===== src/rtl/exotiny_spi_target.sv =====
// exotiny_spi_target: mode-0 SPI target for the ExoTiny iCE40 validation board.
// The target replies with a delayed echo or a constant pattern, and it reports
// each received word plus a running word count.
// Optional feature: define EXOTINY_SPI_TGT_CHECK_EN to add an incrementing-pattern
// checker that drives err_o. When the macro is not defined, err_o is tied to 0.
module exotiny_spi_target #(
    parameter int WIDTH = 8
) (
    input  logic             clk_i,
    input  logic             rst_i,
    input  logic             cs_ni,
    input  logic             sck_i,
    input  logic             sdi_i,
    output logic             sdo_o,
    input  logic [1:0]       mode_i,
    output logic [WIDTH-1:0] rx_data_o,
    output logic             rx_valid_o,
    output logic [7:0]       word_cnt_o,
    output logic             err_o
);
    localparam int CW = (WIDTH > 2) ? $clog2(WIDTH) : 1;

    typedef enum logic {IDLE, SHIFT} state_e;

    state_e           state_q;
    logic             sck_q, cs_q;
    logic             reload_q;
    logic [CW-1:0]    bit_cnt_q;
    logic [WIDTH-1:0] tx_sr_q, rx_sr_q, echo_q, rx_data_q;
    logic [7:0]       word_cnt_q;
    logic             rx_valid_q;

    logic             rise, fall, start, last_bit, word_done;
    logic [WIDTH-1:0] rx_word_d, resp_d;

    assign rise      = sck_i & ~sck_q;
    assign fall      = ~sck_i & sck_q;
    assign start     = ~cs_ni & cs_q;
    assign last_bit  = (bit_cnt_q == CW'(WIDTH - 1));
    assign rx_word_d = {rx_sr_q[WIDTH-2:0], sdi_i};
    // A rise in the same cycle as a deassert does not complete a word.
    assign word_done = (state_q == SHIFT) & ~cs_ni & rise & last_bit;

    // The response word comes from the mode value seen on the load cycle.
    always_comb begin
        resp_d = '1;
        if (mode_i == 2'b00)      resp_d = echo_q;
        else if (mode_i == 2'b01) resp_d = '0;
    end

    // Registered copies of SCK and CS, used for edge and frame-start detection.
    always_ff @(posedge clk_i) begin
        if (rst_i) begin
            sck_q <= 1'b0;
            cs_q  <= 1'b0;
        end else begin
            sck_q <= sck_i;
            cs_q  <= cs_ni;
        end
    end

    // Frame FSM: capture on rise, shift out or reload on fall.
    always_ff @(posedge clk_i) begin
        if (rst_i) begin
            state_q    <= IDLE;
            tx_sr_q    <= '1;
            rx_sr_q    <= '0;
            echo_q     <= '0;
            rx_data_q  <= '0;
            word_cnt_q <= '0;
            rx_valid_q <= 1'b0;
            reload_q   <= 1'b0;
            bit_cnt_q  <= '0;
        end else begin
            rx_valid_q <= 1'b0;
            case (state_q)
                IDLE: begin
                    if (start) begin
                        state_q   <= SHIFT;
                        tx_sr_q   <= resp_d;
                        bit_cnt_q <= '0;
                        reload_q  <= 1'b0;
                    end
                end
                SHIFT: begin
                    if (cs_ni) begin
                        // Any partial word is dropped.
                        state_q   <= IDLE;
                        bit_cnt_q <= '0;
                        reload_q  <= 1'b0;
                    end else if (rise) begin
                        rx_sr_q <= rx_word_d;
                        if (last_bit) begin
                            rx_data_q  <= rx_word_d;
                            echo_q     <= rx_word_d;
                            word_cnt_q <= word_cnt_q + 8'd1;
                            rx_valid_q <= 1'b1;
                            bit_cnt_q  <= '0;
                            reload_q   <= 1'b1;
                        end else begin
                            bit_cnt_q <= bit_cnt_q + CW'(1);
                        end
                    end else if (fall) begin
                        if (reload_q) begin
                            tx_sr_q  <= resp_d;
                            reload_q <= 1'b0;
                        end else begin
                            tx_sr_q <= {tx_sr_q[WIDTH-2:0], 1'b0};
                        end
                    end
                end
                default: state_q <= IDLE;
            endcase
        end
    end

`ifdef EXOTINY_SPI_TGT_CHECK_EN
    logic [WIDTH-1:0] exp_q;
    logic             err_q;

    // Pattern checker: it flags a word that is not the previous word + 1.
    // After each word it resyncs to the received value.
    always_ff @(posedge clk_i) begin
        if (rst_i) begin
            exp_q <= '0;
            err_q <= 1'b0;
        end else if (word_done) begin
            if (rx_word_d != exp_q) err_q <= 1'b1;
            exp_q <= rx_word_d + WIDTH'(1);
        end
    end

    assign err_o = err_q;
`else
    assign err_o = 1'b0;
`endif

    assign sdo_o      = (state_q == SHIFT) ? tx_sr_q[WIDTH-1] : 1'b1;
    assign rx_data_o  = rx_data_q;
    assign rx_valid_o = rx_valid_q;
    assign word_cnt_o = word_cnt_q;

endmodule


===== config.mk =====
export PLATFORM = sky130hd
export DESIGN_NAME = exotiny_spi_target
export DESIGN_NICKNAME = d
export VERILOG_FILES = /design/src/rtl/exotiny_spi_target.sv
export SDC_FILE = /design/constraint.sdc
export NUM_CORES = 1
export LEC_CHECK = 0
export CAP_MARGIN = 15
export CORE_ASPECT_RATIO = 0.6
export CORE_UTILIZATION = 55
export DETAILED_ROUTE_END_ITERATION = 12
export DONT_BUFFER_PORTS = 1
export HOLD_SLACK_MARGIN = 0.12
export PLACE_DENSITY = 0.73
export SYNTH_ARGS = -nofsm -noshare
export SYNTH_HDL_FRONTEND = slang
export SYNTH_SLANG_ARGS = --single-unit

===== constraint.sdc =====
create_clock -name clk_i -period 1.6 [get_ports clk_i]
set_input_delay 0.32 -clock clk_i [delete_from_list [all_inputs] [get_ports clk_i]]
set_output_delay 0.32 -clock clk_i [all_outputs]
set_load 0.03 [all_outputs]

# ---- Word level (Yosys, flattened, before mapping)
# Cells that the tools add are included.
dict set report totals {
  latchBits 0
  mem_bits_ro 0
  ram_bits 0
  inputBits 7
  n_memories 0
  regBits 39
}
dict set report classes {
  n_shift 0
  bitwise_logic 8
  reduce_logical 7
  add_sub_neg 2
  div 0
  mux 24
  order_cmp 0
  eq_ne 9
  multipliers 0
}
# operator count
set ops {}
lappend ops {{$mux W8} 7}
lappend ops {{$pmux W8 S2} 1}
lappend ops {{$mux W3} 4}
lappend ops {{$mux W1} 9}
lappend ops {{$add A8 B1 Y8 const B} 1}
lappend ops {{$reduce_and A4 Y1} 2}
lappend ops {{$ne A2 B2 Y1 const B} 3}
lappend ops {{$pmux W3 S2} 1}
lappend ops {{$reduce_and A3 Y1} 2}
lappend ops {{$not A1 Y1} 5}
lappend ops {{$ne A4 B2 Y1 const B} 1}
lappend ops {{$ne A4 B3 Y1 const B} 1}
lappend ops {{$pmux W1 S2} 2}
lappend ops {{$reduce_or A4 Y1} 1}
lappend ops {{$add A3 B1 Y3 const B} 1}
lappend ops {{$and A1 B1 Y1} 3}
lappend ops {{$eq A3 B3 Y1 const B} 1}
lappend ops {{$ne A3 B2 Y1 const B} 1}
lappend ops {{$eq A2 B1 Y1 const B} 1}
lappend ops {{$logic_not A2 Y1} 1}
lappend ops {{$ne A2 B1 Y1 const B} 1}
lappend ops {{$reduce_and A2 Y1} 1}

# ---- Depth between registers and ports, before layout
# Gate-level depths: netlist (run 1).
dict set report depth {
  word_depth 8
  mapped_depth 7
}

# ---- Worst setup path before layout (run 1)
# Ideal clock, no wire load.
dict set report synth_path {
  path_kind {register to register}
  startpoint {register bit_cnt_q[0]}
  endpoint {register word_cnt_q[7] (netlist: word_cnt_o[7])}
  t_arrival_ns 1.586
  slack_ns -0.106
  stages_incl_launch_ff 7
  setup_ns 0.121
  t_required_ns 1.479
  cell_sequence {dfxtp_1 > ha_1 > ha_1 > nand4b_1 > buf_2 > nor4_1 > mux2_2}
}
dict set report synth_between {
  elab_chain_cells 2
}
# element line
set synth_lines {}
lappend synth_lines {{start: declaration} 28} ;# logic [CW-1:0] bit_cnt_q;
lappend synth_lines {{start signal: assignment} 101} ;# bit_cnt_q <= bit_cnt_q + CW'(1);
lappend synth_lines {{$eq A3 B3 Y1} 39} ;# assign last_bit = (bit_cnt_q == CW'(WIDTH - 1));
lappend synth_lines {{named net last_bit} 33} ;# logic rise, fall, start, last_bit, word_done;
lappend synth_lines {{$reduce_and A4 Y1 (no source line)} --}
lappend synth_lines {{end signal: assignment} 96} ;# word_cnt_q <= word_cnt_q + 8'd1;
lappend synth_lines {{end: declaration} 30} ;# logic [7:0] word_cnt_q;
# The timed path passes the listed nets, and every way through them passes these cells.
# A chain may end at the register's enable or synchronous reset.

# ---- Final worst setup path (run 1)
dict set report layout_path {
  startpoint {register bit_cnt_q[1]}
  endpoint {register word_cnt_q[6] (netlist: word_cnt_o[6])}
}
# Same word-level chain as after synthesis.

==> metrics, run 1 <==
Async SR Flop Fraction 0%; largest family of logic cells by synthesized area simple AND/OR/NAND/NOR gates; share of cells above drive strength 1 a little over a fifth; synthesized flop and latch total 39; fin crit share 103.0%; commonest non-fill, non-tap cell in the layout dfxtp_1; multi-input logic area about 900 µm²; GR Util met3 9.292%; Reg2Reg Capture Point word_cnt_o[6]; commonest cells after routing, fill and taps aside 37 x dfxtp_1, 20 x nand2_1, 20 x buf_4, 19 x nor2_1, 15 x a21oi_1; worst slew pin tran about 1100 ps; Slew Limit Fails 0; count of routing violations after the opening detailed-route iteration 119; die area ~3400 µm²; initial antenna violation count 0; post-synthesis cell type count 38; power per standard cell area 936.6 nW/µm²; Clk pin slew, worst setup/hold paths 80 ps; multiplexer area fraction after synthesis roughly 4.7%; Post-DRT Antenna Nets 0; CTS max path bufs 2; post-synth design cell area 1734 µm²; Synth Area in Compound Gates approximately 17%; status complete, but fails checks; Avg Cell Area, Syn a little under 9 µm²; Placement Rows 15; die height 45.50 µm; RSZ-0062 raised after global routing true; Final GP Congestion 0.7898; Crit. End Element flop; RR Startpoint bit_cnt_q[1]; CTS tree built; Ant. Diodes 0; first-pass detailed-route iteration total 4; Initial Util roughly three fifths; Final setup viols 2; GRT overflow 0; Worst Path Max Fanout 4; fin area 2072 µm²; fin nets 224; H-tree lvl count 2; Req. time, crit path 1730 ps; width of the chip 74.49 µm; Num CTS Buffers 5; gr usage total 25.12%; largest net degree at the start of global routing 31; Mapped Cells approximately 200; setup TNS -61.27 ps; Primary FF master, synth dfxtp_1; slew margin rel. roughly a quarter; M2 GR Usage 40.18%; Final Critical Period 1648 ps; R2R cell count 7; CORE AREA just under 3000 µm²; IO Port Bufs 0; fin util 70.77%; Layout area overhead 19.48%; via count 1,514; GRT busiest layer met2; Avg WL per Cell 16.11 µm; Final Hold Fails 0; clk_lat worst skew 300 ps; Synth warnings 0; Peak supply drop 659.1 µV; Via density 5.937; first-pass GRT wire length 6.272 mm; Reg area slightly below 800 µm²; Leak 0.0008101 µW; Area after DPL between 1500 and 2000 µm²; arrival time worst endpoint 1780 ps; Total Power a little under 2000 µW; Worst Hold End cs_q; failing checks negative setup slack; CP Launch Type flop; non-filler cells, final 255; PnR worst setup slack -47.67 ps; WS Path Type flop to flop; min-delay src cs_ni; Residual DRC 0; I/O pin count 26; root buf cell clkbuf_8; # fillers 240; vias in the first global route 1,423; reg2reg setup slack -50 ps; met1 Use GR a little under a third; post-synthesis adder-cell area fraction 3.608%; Max-Cap Viols 0; Sink Count 39; Post-Route WL 4.107 mm; Hold Crit Depth 1; Simple-Gate Fraction of Synth Area 23.02%; Max Clock Skew 9.640 ps; Seq/Total Area, Yosys 45.02%; post-DP HPWL between 2 and 3 mm; Post-Synth XOR/XNOR Area less than 1%; EDFF count, synth 0; Max Clk Rate 606.9 MHz; Placed Cells 242; Syn Nets 211; worst hold path type primary input to flop
## synthesized netlist by cell type (3+ instances only)
cell type | n | area (µm²)
a211oi_1 | 7 | 52.55
a21oi_1 | 18 | 90.09
buf_2 | 3 | 15.01
clkbuf_1 | 9 | 33.78
dfxtp_1 | 39 | 780.8
ha_1 | 5 | 62.56
inv_1 | 6 | 22.52
mux2i_1 | 7 | 70.07
nand2_1 | 20 | 75.07
nand3_1 | 14 | 70.07
nor2_1 | 19 | 71.32
nor2b_1 | 4 | 25.02
o21ai_0 | 6 | 30.03
o311ai_1 | 8 | 70.07
or3_1 | 3 | 18.77
## critical path, stage by stage (launching register included)
cell	delay [ps]
dfxtp_2	360
ha_4	140
ha_4	120
nand4b_1	110
buf_4	170
buf_4	150
o31ai_2	310
a21oi_2	110
## per-stage QoR
step | setup slack [ps] | hold slack (ps)
2_1_floorplan | 46.84 | 431.6
3_3_place_gp | -13.74 | 389.7
3_5_place_dp | -93.14 | 393.5
4_1_cts | 0.2771 | 139.9
5_1_grt | -85.04 | 149.2
6_report | -47.67 | 146.8
## sequential cells by signal, indices dropped and copies added, names as in the netlist, 3 cells and up
| register | cells |
|---|---|
| rx_data_o | 8 |
| tx_sr_q | 8 |
| word_cnt_o | 8 |
| bit_cnt_q | 3 |
| rx_sr_q | 7 |
## what timing repair did
item | 4_1_cts | 5_1_grt
pin swaps | 1 | 6
hold endpoints to repair | 30 | 0
buffers inserted | 2 | 1
resized for setup | 7 | 10
endpoints found under the setup margin | 5 | 30
hold buffers | 2 | 0
## how the worst max path moves through the flow
stage,to,slack (ps),start
floorplan,word_cnt_o[7],50,bit_cnt_q[0]
global placement,word_cnt_o[5],-10,bit_cnt_q[0]
detailed placement,word_cnt_o[6],-90,bit_cnt_q[0]
CTS,word_cnt_o[6],0.3,bit_cnt_q[0]
global route,word_cnt_o[6],-90,word_cnt_o[0]
finish,word_cnt_o[6],-50,bit_cnt_q[1]
## cell type report
| type | count | share of cell area, % |
|---|---|---|
| clock buffer | 5 | 3.321 |
| clock inverter | 3 | 2.295 |
| timing repair buffer | 23 | 8.877 |
| inverter | 6 | 1.087 |
| sequential | 39 | 37.80 |
| multi-input combinational | 137 | 44.08 |
| tap | 42 | 2.536 |
## routing by layer
layer	up-vias	wire length, µm
met2	55	1877
met1	719	1839
met5	-	0
met3	9	315
met4	0	76
li1	731	-
## report_power, final
| group | total, µW | internal [µW] | leakage [µW] | switching (µW) |
|---|---|---|---|---|
| Clock | 848 | 473 | 0.0000587 | 375 |
| Combinational | 98.9 | 40.9 | 0.000434 | 58.0 |
| Sequential | 994 | 985 | 0.000317 | 9.33 |
## cell families after synthesis
| family | after synthesis |
|---|---|
| and+or+nand+nor | 77 |
| adders and majority gates | 5 |
| AOI/OAI and AO/OA | 45 |
| other | 1 |
| xor gates and xnor gates | 1 |
| muxes | 8 |
| buffers and inverters | 23 |
| DFF | 39 |
No activity file was read; power rests on OpenSTA's default activity.
==> inputs of run 2 (changes only) <==
GPL_ROUTABILITY_DRIVEN = 1   (was not set)
==> results of run 2 <==
The final DEF is identical to that of run 1; final timing and power are the same.
